<file path="config.mk">
export PLATFORM = sky130hd
export DESIGN_NAME = centimospaeuros
export DESIGN_NICKNAME = d
export VERILOG_FILES = /design/src/rtl/centimospaeuros.sv
export SDC_FILE = /design/constraint.sdc
export NUM_CORES = 1
export LEC_CHECK = 0
export ABC_AREA = 1
export BUFFER_PORTS_ARGS = -buffer_cell sky130_fd_sc_hd__clkbuf_2
export CAP_MARGIN = 10
export CORE_UTILIZATION = 45
export CTS_CLUSTER_DIAMETER = 40
export DETAILED_ROUTE_END_ITERATION = 12
export PLACE_DENSITY = 0.66
export RECOVER_POWER = 100
export SLEW_MARGIN = 40
export SYNTH_ARGS = -nofsm -noshare
export SYNTH_HDL_FRONTEND = slang
export SYNTH_SLANG_ARGS = --single-unit
</file>
<file path="constraint.sdc">
create_clock -name clk -period 1.95 [get_ports clk]
set_clock_uncertainty 0.15 [all_clocks]
set_input_delay 0 -clock clk [delete_from_list [all_inputs] [get_ports clk]]
set_output_delay 0 -clock clk [all_outputs]
set_load 0.005 [all_outputs]
</file>
<file path="src/rtl/centimospaeuros.sv">
// centimospaeuros: converts cents to whole euros and cent remainder
// with a restoring divide-by-100, one quotient bit per clock.
// Optional BCD outputs are built when CENTIMOSPAEUROS_BCD_EN is defined.
module centimospaeuros #(
    parameter int W = 10
) (
    input  logic         clk,
    input  logic         rst,
    input  logic         start,
    input  logic [W-1:0] centimos,
    output logic         busy,
    output logic         done,
    output logic [W-1:0] eurosinteiros,
    output logic [W-1:0] eurosfracao
`ifdef CENTIMOSPAEUROS_BCD_EN
    ,
    output logic [7:0]   bcd_int,
    output logic [7:0]   bcd_frac
`endif
);

    localparam logic [W-1:0] DIV = W'(100);
    localparam int CW = $clog2(W);

    typedef enum logic {
        IDLE,
        RUN
    } state_t;

    state_t        state;
    state_t        nstate;
    logic [W-1:0]  dvd;
    logic [W-1:0]  rem;
    logic [W-1:0]  rem_sh;
    logic [W-1:0]  rem_nx;
    logic [W-1:0]  dvd_nx;
    logic          qbit;
    logic [CW-1:0] cnt;
    logic          last;

    // one restoring step: shift in next dividend bit, subtract if it fits
    always_comb begin
        rem_sh = {rem[W-2:0], dvd[W-1]};
        qbit   = (rem_sh >= DIV);
        rem_nx = qbit ? (rem_sh - DIV) : rem_sh;
        dvd_nx = {dvd[W-2:0], qbit};
        last   = (cnt == CW'(W - 1));
    end

    // state register
    always_ff @(posedge clk or posedge rst) begin
        if (rst) state <= IDLE;
        else     state <= nstate;
    end

    // next-state logic; start is only honoured while idle
    always_comb begin
        nstate = state;
        unique case (state)
            IDLE:    if (start) nstate = RUN;
            RUN:     if (last)  nstate = IDLE;
            default: nstate = IDLE;
        endcase
    end

    // state-derived outputs
    always_comb begin
        busy = (state == RUN);
    end

    // divider datapath; dividend register collects the quotient bits
    always_ff @(posedge clk or posedge rst) begin
        if (rst) begin
            dvd <= '0;
            rem <= '0;
            cnt <= '0;
        end else if (state == IDLE && start) begin
            dvd <= centimos;
            rem <= '0;
            cnt <= '0;
        end else if (state == RUN) begin
            dvd <= dvd_nx;
            rem <= rem_nx;
            cnt <= cnt + CW'(1);
        end
    end

    // results and done pulse, updated only on the final step
    always_ff @(posedge clk or posedge rst) begin
        if (rst) begin
            done          <= 1'b0;
            eurosinteiros <= '0;
            eurosfracao   <= '0;
        end else begin
            done <= 1'b0;
            if (state == RUN && last) begin
                done          <= 1'b1;
                eurosinteiros <= dvd_nx;
                eurosfracao   <= rem_nx;
            end
        end
    end

`ifdef CENTIMOSPAEUROS_BCD_EN
    // two-digit BCD copies of the results, same update edge
    always_ff @(posedge clk or posedge rst) begin
        if (rst) begin
            bcd_int  <= '0;
            bcd_frac <= '0;
        end else if (state == RUN && last) begin
            bcd_int  <= {4'(dvd_nx / W'(10)), 4'(dvd_nx % W'(10))};
            bcd_frac <= {4'(rem_nx / W'(10)), 4'(rem_nx % W'(10))};
        end
    end
`endif

endmodule

</file>
==> out/metrics.cfg <==
[pwr]
p_int_w=0.00236
p_sw_w=0.00161
seq_power_share=0.416
p_clk_frac=0.151
finalPower_w=0.00397
powerDensity_nw_per_um2=1600
power.leakage_nw=1.31
peakVddDrop_uv=718
swShare=0.405
pwr-share-comb=0.433

[synthesis]
synth_edf_count=0
synthDistinctLibCells=25
synth-seq-cells=45
ys.flop_type=dfrtp_1
yosysWarnings=0
syn_inst=234
synth-async-reset-ratio=1.00
yosysSeqAreaShare=0.547
synthesis.area_sq_um=2060
synth_area_per_cell_sq_um=8.79
syn_nets=251

[grt]
grt_use_total=0.195
grt_pass1_wl_mm=7.55
antenna_found_initial=0
grt_max_degree=46
grt_overflow=0
grt_pass1_vias=1651

[floorplanning]
core_area_sq_um=4380
fp.dieW_um=69.6
rows=24
fp.dieH_um=69.6
start_util=0.469
io_pins=35
die-area_sq_um=4850

[route]
antenna_left=0
postRouteWirelength_mm=4.23
routed_via_density=4.94
firstDrtPassIters=4
vias=1671
drtIter0Drc=111
drc=0
routedWlPerCell_um=12.5

[clock_network]
numCtsBuffers=5
tritoncts=yes
clk_pin_slew_ns=0.09
htree_num_levels=2
clock_path_buffers=2
cts_sinks=45
clk_latency_ns=0.29
cts_root_buffer=clkbuf_8

[final_layout]
final_common_cell=nand2_1
fin_util=0.566
area_growth_pct=20.6
drive_above_1_share=0.182
fin_nets=302
final_area_sq_um=2480
final_cell_mix=nand2_1, dfrtp_1, clkbuf_2
n_antenna_cell=0

[sta]
whs_ns=0.300
max_slew_margin=0.264
fin_crit_ns=1.82
hold_violations=0
drv_slew=0
setup_viol=0
fmax_ghz=0.549
tightest_slew_ns=1.10
min_period_over_period=0.934

[critical_path]
cp-start-kind=flop
required_ns=2.04
crit_arrival_ns=1.91
worstSetupEndpointType=flop
worst-setup-path-type=flop to flop
path_max_fanout=4

[placement]
hpwl_mm=2.77
post_dp_cell_area_sq_um=2270
port_buffers=34
gp_congestion=0.834

[run]
maxCapViolations=0

[worst_hold_path]
hp-class=input port to flop

[run_status]
status=finished clean

[state kept, by name (all words and copies together), names as in the netlist]
register,cells
busy,1
eurosfracao,10
done,1
rem,9
dvd,10
eurosinteiros,10
cnt,4
[timing repair]
action	in CTS	in global routing
buffers inserted	0	1
hold buffers	12	0
endpoints found under the setup margin	0	9
resized for setup	0	1
endpoints found under the hold margin	62	0
[kinds of logic after synthesis]
| logic type | count (synthesis) | share of synthesized area |
|---|---|---|
| buffers and inverters | 34 | 0.0779 |
| xor gates and xnor gates | 3 | 0.0128 |
| AOI/OAI and AO/OA | 30 | 0.0931 |
| and+or+nand+nor | 118 | 0.245 |
| adders and majority gates | 4 | 0.0243 |
| DFF | 45 | 0.547 |
[metrics by stage]
step | setup TNS (ns) | instances | setup WS, ns
global route | -0.0150 | 338 | -0.00956
CTS | 0 | 337 | 0.109
finish | 0 | 338 | 0.128
floorplan | 0 | 234 | 0.288
detailed placement | 0 | 317 | 0.120
global placement | 0 | 317 | 0.203
[path summary, 6_finish.rpt]
path	startpoint	end	slack, ns	cells past startpoint
min in group asynchronous	rst	eurosinteiros[7]	0.43	4
worst max-delay path	rem[1]	eurosfracao[4]	0.13	11
max in group asynchronous	rst	rem[4]	0.54	4
worst min register to register	eurosinteiros[0]	eurosinteiros[0]	0.33	2
worst max register to register	rem[1]	eurosfracao[4]	0.13	11
worst min-delay path	centimos[3]	dvd[3]	0.30	4
[synth_stat cells, types with 3 or more instances]
cell       n  share of area
nand2_1   82           0.15
dfrtp_1   45           0.55
inv_1     24          0.044
nand3_1   17          0.041
o21ai_0   15          0.036
nor2_1     7          0.013
o221ai_1   7          0.030
ha_1       4          0.024
nand2_2    4          0.012
nor2_2     4          0.012
clkbuf_1   3         0.0055
o22ai_1    3         0.0091
xor2_1     3          0.013
[worst max-delay path: stages, from the launching register on]
cell	delay [ns]
dfrtp_1	0.41
inv_1	0.13
ha_1	0.20
inv_1	0.06
nor2_2	0.13
nor2_2	0.08
nor2_4	0.18
buf_4	0.16
nand3_1	0.08
nand2_2	0.09
nand2_1	0.05
nand2_1	0.07
[power by group through the flow]
stage	logic, W	registers, W	clock network (W)
CTS	0.00172	0.00166	0.000621
global route	0.00200	0.00171	0.000657
finish	0.00172	0.00165	0.000600
floorplan	0.00124	0.00165	0
detailed placement	0.00169	0.00167	0
global placement	0.00165	0.00166	0
[routing by layer]
layer / global-route usage / wire [um] / up-vias
li1: - / - / 852
met1: 0.272 / 2040 / 776
met2: 0.298 / 1980 / 37
met3: 0.0422 / 154 / 6
met4: 0.0800 / 53 / 0
met5: 0 / 0 / -
[final cells by class]
| type | instances | area [sq um] |
|---|---|---|
| Fill cell | 414 | 1900 |
| Sequential cell | 45 | 1130 |
| Multi-Input combinational cell | 155 | 776 |
| Timing Repair Buffer | 52 | 320 |
| Inverter | 26 | 97.6 |
| Clock buffer | 6 | 82.6 |
| Tap cell | 52 | 65.1 |
| Clock inverter | 2 | 13.8 |
Note: power is estimated with default switching activity, not from simulation.
